**src/rtl/adc_pkg.sv**
```systemverilog
// Shared definitions for the ADC conversion scheduler: channel codes, FSM
// state encoding, default timing constants and channel-pick helpers.
package adc_pkg;

  localparam logic [1:0] CH_SIG  = 2'd0;
  localparam logic [1:0] CH_ZERO = 2'd1;
  localparam logic [1:0] CH_REF  = 2'd2;

  localparam int START_GAP_DEF   = 160;
  localparam int TIMEOUT_CYC_DEF = 1000000;

  typedef enum logic [2:0] {
    S_IDLE   = 3'd0,
    S_SELECT = 3'd1,
    S_SETTLE = 3'd2,
    S_GAP    = 3'd3,
    S_START  = 3'd4,
    S_WAIT   = 3'd5,
    S_EMIT   = 3'd6
  } state_t;

  // Returns {found, channel} for the lowest enabled channel at or above ptr.
  function automatic logic [2:0] pick_ch(input logic [2:0] mask, input logic [1:0] ptr);
    pick_ch = 3'b000;
    for (int i = 2; i >= 0; i--) begin
      if (mask[i] && (2'(i) >= ptr)) begin
        pick_ch = {1'b1, 2'(i)};
      end
    end
  endfunction

  function automatic logic is_last(input logic [2:0] mask, input logic [1:0] ch);
    case (ch)
      CH_SIG:  is_last = !(mask[1] || mask[2]);
      CH_ZERO: is_last = !mask[2];
      CH_REF:  is_last = 1'b1;
      default: is_last = 1'b1;
    endcase
  endfunction

endpackage

```
**src/rtl/adc_seq_acc.sv**
```systemverilog
// Sign-extending sample accumulator; avg_next is the average that the
// accumulator would hold after adding din, so the final word needs no extra cycle.
module adc_seq_acc
  import adc_pkg::*;
#(
  parameter int RES_W = 32
) (
  input  logic             mclk,
  input  logic             rst,
  input  logic             clr,
  input  logic             add,
  input  logic [RES_W-1:0] din,
  input  logic [2:0]       shift,
  output logic [RES_W-1:0] avg_next
);

  localparam int ACC_W = RES_W + 8;

  logic signed [ACC_W-1:0] acc_r;
  logic signed [ACC_W-1:0] sum_s;

  assign sum_s    = acc_r + {{8{din[RES_W-1]}}, din};
  assign avg_next = RES_W'(sum_s >>> shift);

  // Accumulator register: clear wins over add.
  always_ff @(posedge mclk or posedge rst) begin
    if (rst) begin
      acc_r <= {ACC_W{1'b0}};
    end else if (clr) begin
      acc_r <= {ACC_W{1'b0}};
    end else if (add) begin
      acc_r <= sum_s;
    end
  end

endmodule

```
**src/rtl/adc_seq_ctrl.sv**
```systemverilog
// Multislope ADC conversion scheduler: scans enabled channels, averages 2^n
// results each and emits channel-tagged words. ADC_SEQ_TIMEOUT_EN adds the WAIT timeout.
module adc_seq_ctrl
  import adc_pkg::*;
#(
  parameter int RES_W       = 32,
  parameter int SETTLE_W    = 16,
  parameter int START_GAP   = START_GAP_DEF,
  parameter int TIMEOUT_CYC = TIMEOUT_CYC_DEF
) (
  input  logic                mclk,
  input  logic                rst,
  input  logic                run,
  input  logic [2:0]          cfg_mask,
  input  logic [2:0]          cfg_navg_log2,
  input  logic [SETTLE_W-1:0] cfg_settle,
  output logic [1:0]          mux_sel,
  output logic                conv_start,
  input  logic                conv_done,
  input  logic [RES_W-1:0]    conv_result,
  output logic                out_valid,
  input  logic                out_ready,
  output logic [RES_W+1:0]    out_data,
  output logic                busy,
  output logic                err_timeout
);

  localparam int GAP_W = $clog2(START_GAP + 1);

  state_t              state_r;
  logic [2:0]          mask_r;
  logic [2:0]          navg_r;
  logic [SETTLE_W-1:0] settle_r;
  logic [SETTLE_W-1:0] settle_cnt_r;
  logic [GAP_W-1:0]    gap_cnt_r;
  logic [1:0]          ptr_r;
  logic [7:0]          cnt_r;
  logic                skip_r;
  logic [2:0]          pick_s;
  logic                last_s;
  logic                final_s;
  logic                acc_clr_s;
  logic                acc_add_s;
  logic [RES_W-1:0]    avg_next_s;

`ifdef ADC_SEQ_TIMEOUT_EN
  localparam int TMO_W = $clog2(TIMEOUT_CYC + 1);
  logic [TMO_W-1:0] wait_cnt_r;
  logic             err_timeout_r;
  assign err_timeout = err_timeout_r;
`else
  assign err_timeout = 1'b0;
`endif

  assign pick_s    = pick_ch(mask_r, ptr_r);
  assign last_s    = is_last(mask_r, mux_sel);
  assign final_s   = (cnt_r == ((8'd1 << navg_r) - 8'd1));
  assign acc_clr_s = (state_r == S_SELECT);
  assign acc_add_s = (state_r == S_WAIT) && run && conv_done;

  adc_seq_acc #(.RES_W(RES_W)) u_acc (
    .mclk     (mclk),
    .rst      (rst),
    .clr      (acc_clr_s),
    .add      (acc_add_s),
    .din      (conv_result),
    .shift    (navg_r),
    .avg_next (avg_next_s)
  );

  // Scan FSM with all outputs registered; run low aborts any conversion phase.
  always_ff @(posedge mclk or posedge rst) begin
    if (rst) begin
      state_r      <= S_IDLE;
      mask_r       <= 3'd0;
      navg_r       <= 3'd0;
      settle_r     <= {SETTLE_W{1'b0}};
      settle_cnt_r <= {SETTLE_W{1'b0}};
      gap_cnt_r    <= {GAP_W{1'b0}};
      ptr_r        <= 2'd0;
      cnt_r        <= 8'd0;
      skip_r       <= 1'b0;
      mux_sel      <= 2'd0;
      conv_start   <= 1'b0;
      out_valid    <= 1'b0;
      out_data     <= {(RES_W+2){1'b0}};
      busy         <= 1'b0;
`ifdef ADC_SEQ_TIMEOUT_EN
      wait_cnt_r    <= {TMO_W{1'b0}};
      err_timeout_r <= 1'b0;
`endif
    end else begin
      case (state_r)
        S_IDLE: begin
          mask_r   <= cfg_mask;
          navg_r   <= cfg_navg_log2;
          settle_r <= cfg_settle;
          ptr_r    <= 2'd0;
          skip_r   <= 1'b0;
`ifdef ADC_SEQ_TIMEOUT_EN
          if (!run) err_timeout_r <= 1'b0;
`endif
          if (run && (cfg_mask != 3'd0)) begin
            state_r <= S_SELECT;
            busy    <= 1'b1;
          end
        end
        S_SELECT: begin
          if (run && pick_s[2]) begin
            mux_sel      <= pick_s[1:0];
            cnt_r        <= 8'd0;
            settle_cnt_r <= {SETTLE_W{1'b0}};
            state_r      <= S_SETTLE;
          end else begin
            state_r <= S_IDLE;
            busy    <= 1'b0;
          end
        end
        S_SETTLE: begin
          if (!run) begin
            state_r <= S_IDLE;
            busy    <= 1'b0;
          end else if (settle_cnt_r == settle_r) begin
            gap_cnt_r <= {GAP_W{1'b0}};
            state_r   <= S_GAP;
          end else begin
            settle_cnt_r <= settle_cnt_r + SETTLE_W'(1);
          end
        end
        S_GAP: begin
          if (!run) begin
            state_r <= S_IDLE;
            busy    <= 1'b0;
          end else if (gap_cnt_r == GAP_W'(START_GAP - 1)) begin
            skip_r  <= 1'b0;
            state_r <= skip_r ? S_SELECT : S_START;
          end else begin
            gap_cnt_r <= gap_cnt_r + GAP_W'(1);
          end
        end
        S_START: begin
          if (!run) begin
            state_r <= S_IDLE;
            busy    <= 1'b0;
          end else begin
            conv_start <= 1'b1;
            state_r    <= S_WAIT;
`ifdef ADC_SEQ_TIMEOUT_EN
            wait_cnt_r <= {TMO_W{1'b0}};
`endif
          end
        end
        S_WAIT: begin
          if (!run) begin
            conv_start <= 1'b0;
            state_r    <= S_IDLE;
            busy       <= 1'b0;
          end else if (conv_done) begin
            conv_start <= 1'b0;
            if (final_s) begin
              out_data  <= {mux_sel, avg_next_s};
              out_valid <= 1'b1;
              state_r   <= S_EMIT;
            end else begin
              cnt_r     <= cnt_r + 8'd1;
              gap_cnt_r <= {GAP_W{1'b0}};
              state_r   <= S_GAP;
            end
          end else begin
`ifdef ADC_SEQ_TIMEOUT_EN
            // Expired channel is dropped; the GAP still runs before the next SELECT.
            if (wait_cnt_r == TMO_W'(TIMEOUT_CYC - 1)) begin
              err_timeout_r <= 1'b1;
              conv_start    <= 1'b0;
              gap_cnt_r     <= {GAP_W{1'b0}};
              skip_r        <= 1'b1;
              state_r       <= S_GAP;
              if (last_s) begin
                ptr_r    <= 2'd0;
                mask_r   <= cfg_mask;
                navg_r   <= cfg_navg_log2;
                settle_r <= cfg_settle;
              end else begin
                ptr_r <= mux_sel + 2'd1;
              end
            end else begin
              wait_cnt_r <= wait_cnt_r + TMO_W'(1);
            end
`endif
          end
        end
        S_EMIT: begin
          if (out_ready) begin
            out_valid <= 1'b0;
            if (last_s) begin
              ptr_r    <= 2'd0;
              mask_r   <= cfg_mask;
              navg_r   <= cfg_navg_log2;
              settle_r <= cfg_settle;
            end else begin
              ptr_r <= mux_sel + 2'd1;
            end
            if (run) begin
              state_r <= S_SELECT;
            end else begin
              state_r <= S_IDLE;
              busy    <= 1'b0;
            end
          end
        end
        default: begin
          state_r    <= S_IDLE;
          conv_start <= 1'b0;
          out_valid  <= 1'b0;
          busy       <= 1'b0;
        end
      endcase
    end
  end

endmodule

```
**config.mk**
```make
export PLATFORM = sky130hd
export DESIGN_NAME = adc_seq_ctrl
export DESIGN_NICKNAME = d
export VERILOG_FILES = /design/src/rtl/adc_pkg.sv /design/src/rtl/adc_seq_acc.sv /design/src/rtl/adc_seq_ctrl.sv
export SDC_FILE = /design/constraint.sdc
export NUM_CORES = 1
export LEC_CHECK = 0
export ABC_CLOCK_PERIOD_IN_PS = 5500
export CAP_MARGIN = 30
export CORE_MARGIN = 8
export CORE_UTILIZATION = 53
export CTS_CLUSTER_SIZE = 25
export DETAILED_ROUTE_END_ITERATION = 8
export MAX_ROUTING_LAYER = met4
export PLACE_DENSITY = 0.82
export SLEW_MARGIN = 20
export SYNTH_ARGS = -nofsm -noshare
export SYNTH_HDL_FRONTEND = slang
export SYNTH_SLANG_ARGS = --single-unit
export TNS_END_PERCENT = 20
```
**constraint.sdc**
```tcl
create_clock -name mclk -period 5.5 [get_ports mclk]
set_input_delay 1.65 -clock mclk [delete_from_list [all_inputs] [get_ports mclk]]
set_output_delay 1.65 -clock mclk [all_outputs]
set_load 0.1 [all_outputs]
```
==> results.md <==
* Status: completed
* Die Height at 153 um
* Compound-Gate Fraction of Synth Area at 19.1%
* Max IR drop VDD at 0.327 mV
* Reg2Reg Depth at 13
* Fmax at 198 MHz
* XOR/XNOR share of the synthesized area at ~8%
* Synth top area cells: dfrtp_1, ha_1, nand2_1
* Largest family of logic cells by synthesized area: simple AND/OR/NAND/NOR gates
* Initial antenna violation count at 0
* RSZ-0062 raised after global routing: no
* RR Endpoint: out_data[25]$_DFFE_PP0P_
* Synth async-reset ratio at 100%
* Worst Setup SP: conv_result[0]
* Critical-path maximum fanout at 5
* Synth Warn # at 0
* #FFs+latches synth at 137
* Distinct cells, synth at 93
* Area Overhead vs Synth at 17.7%
* Clk_lat worst skew at 0.43 ns
* Layout cells sized above 1 at a little under an eighth
* Final hold viol count at 0
* Final Max Tran Viols at 0
* Dpl cells at 1393
* Global placement routability congestion at 0.979
* Vias in the first global route at 8802
* Relative slew slack at 32.8%
* Worst Path Buf+Inv at 2
* Largest net degree at the start of global routing at 99
* Post-Syn Area at 9960 um2
* Critical setup path kind: in -> reg
* DP HPWL at 20.2 mm
* Worst hold slack at 0.476 ns
* Pre-CTS WS at 0.169 ns
* Top routing layer used: met4
* Leak Pwr at 5.20 nW
* Post-Synthesis Cells at between 1000 and 1500
* Slowest-stage cell, CP: xor2_1
* Max cap viols at 0
* Max clock buf depth at 2
* Post-synth top flop: dfrtp_1
* Critical Path Start Type: input pin
* Die Wd at 153 um
* Met1 wire length at between 10 and 15 mm
* Synth Area in Simple Gates at 19.2%
* Hold_buf cts at 0
* Hold Path Class: reg -> reg
* Iteration-0 DRC Markers at 692
* Worst setup slack after layout at 0.454 ns
* Post-synthesis sequential area ratio at between 30 and 40%
* Clk slew on worst S/H paths at 0.07 ns
* Resize count post-CTS at 0
* Gr usage total at 24.0%
* Final net count at roughly 1300
* PD cells at 398 nW/um2
* N_diodes at 0
* Metal2 WL at 13.1 mm
* Area fraction of the dominant cell type after synthesis at 34.4%
* TritonCTS sink count at 137
* Post-route DRC at 0
* Post-synthesis adder-cell area fraction at 5.73%
* Post-DR wirelength/cell at 19.2 um
* Crit path capture type: flop
* Drt pass-1 iters at 6
* Setup Viol. Count Final at 0
* Most frequent cells after synthesis: dfrtp_1, nand2_1, nor2_1
* Port buffer count at 97
* DR WL met3 at roughly 1.5 mm
* Max H-tree Level at 4
* I/O pin count at 99
* Crit-path cells: clkdlybuf4s50_1, ha_1, inv_1, fa_1, and2b_1, o2111ai_1, nand2_1, a41oi_2, o2111ai_1, a311oi_1, xor2_1, o22ai_1, a2111oi_0, a31oi_1
* Vias at 8900
* Final setup skew at 0.0112 ns
* Setup bufs post-CTS at 0
* Fin cells at 1426
* Die area at 23400 um2
* Row Count at 50
* Number of flops mapped to enable cells by yosys at 0
* Number of antenna-violating nets in the routed design at 0
* Crit path DAT at around 5.3 ns
* CTS tree: yes
* Syn avg cell area at around 8.9 um2
* Tcrit/Tclk final at around nine tenths
* CP delay by family, top: compound AO/OA/AOI/OAI gates
* Synth area leader: dfrtp_1
* CP endpoint: out_data[31]$_DFFE_PP0P_
* Core footprint at 18600 um2
* Initial Util at 53.6%
* Count leader, synth: dfrtp_1
* WL final at 27.4 mm
* CP required at 5.79 ns
* Syn Nets at 1220
* Final Core Density at 63.1%
* Mux contribution to synthesized area at 9.08%
* FF-to-FF Start: navg_r[1]$_DFFE_PP0P_
* Crit. path cell count at 14
* First-pass GRT wire length at 45.0 mm
* Post-route minimum period at 5.05 ns
* Slew @ Worst Pin at 1.01 ns
* TritonCTS buffer count at 17
* CP most frequent cell: o2111ai_1
* Setup TNS at 0 ns
* Max stage delay on crit path at 0.47 ns
* Flop-to-flop setup slack at 1.42 ns
* Vias/cell at between 6 and 7
* Gr ovfl total at 0
* Root buffer cell: clkbuf_16
-- how the worst min path moves through the flow --
stage                                 from                     endpoint  slack, ns  cells past startpoint
6_report           out_data[0]$_DFFE_PP0P_      out_data[0]$_DFFE_PP0P_       0.48                      2
3_5_place_dp       out_data[0]$_DFFE_PP0P_      out_data[0]$_DFFE_PP0P_       0.47                      2
4_1_cts            out_data[0]$_DFFE_PP0P_      out_data[0]$_DFFE_PP0P_       0.48                      2
2_1_floorplan  u_acc.acc_r[38]$_DFFE_PP0P_  u_acc.acc_r[38]$_DFFE_PP0P_       0.45                      1
5_1_grt        u_acc.acc_r[38]$_DFFE_PP0P_  u_acc.acc_r[38]$_DFFE_PP0P_       0.52                      1
3_3_place_gp       out_data[0]$_DFFE_PP0P_      out_data[0]$_DFFE_PP0P_       0.46                      2
-- cell families (layout without fill, tap and decap cells) --
logic type | count (synthesis) | after routing
buffers and inverters | 104 | 180
AOI/OAI and AO/OA | 280 | 280
and+or+nand+nor | 392 | 392
muxes | 70 | 70
other | 1 | 1
DFF | 137 | 137
xor gates and xnor gates | 87 | 87
adders and majority gates | 45 | 45
-- cell type report --
type                       instances  area, um2
clock inverter                    15        194
timing repair buffer             120       1170
clock buffer                      17        425
multi-input combinational        875       6100
sequential                       137       3430
inverter                          28        110
fill                            1509       6860
tap                              234        293
-- flip-flops by register name, indices dropped and copies added (netlist names), 3 cells and up --
register	count
cnt_r	8
gap_cnt_r	8
mask_r	3
navg_r	3
out_data	34
settle_cnt_r	16
settle_r	16
state_r	3
u_acc.acc_r	39
-- per-stage QoR --
stage,area [um2],total power [mW]
finish,11700,4.66
CTS,11700,4.64
global placement,11100,3.35
detailed placement,11100,3.41
floorplan,9960,2.89
global route,11700,4.90
-- tightest hold or removal path, cell delays in order, from the launching register on --
cell	delay, ns
dfrtp_1	0.35
nand2_1	0.05
nand2_1	0.05
-- layout by cell type, fill, tap and decap left out, drive strengths merged, types with 33 or more instances in the layout --
master,Yosys,final
a21oi,62,62
clkdlybuf4s50,0,97
dfrtp,137,137
ha,44,44
inv,28,38
mux2,33,33
nand2,129,129
nand3,66,66
nor2,77,77
o21ai,83,83
xor2,55,55
-- power breakdown --
part | internal (mW) | switching, mW | total, mW
Combinational | 0.857 | 1.26 | 2.12
Clock | 0.696 | 0.528 | 1.22
Sequential | 1.16 | 0.161 | 1.32
Total | 2.71 | 1.95 | 4.66
-- layer usage --
| metal | GRT usage (%) | vias to the layer above |
|---|---|---|
| met5 | - | - |
| met4 | 13.0 | 0 |
| met3 | 4.20 | 100 |
| met2 | 39.1 | 359 |
| met1 | 28.1 | 4249 |
| li1 | - | 4192 |
No activity file was read; power rests on OpenSTA's default activity.
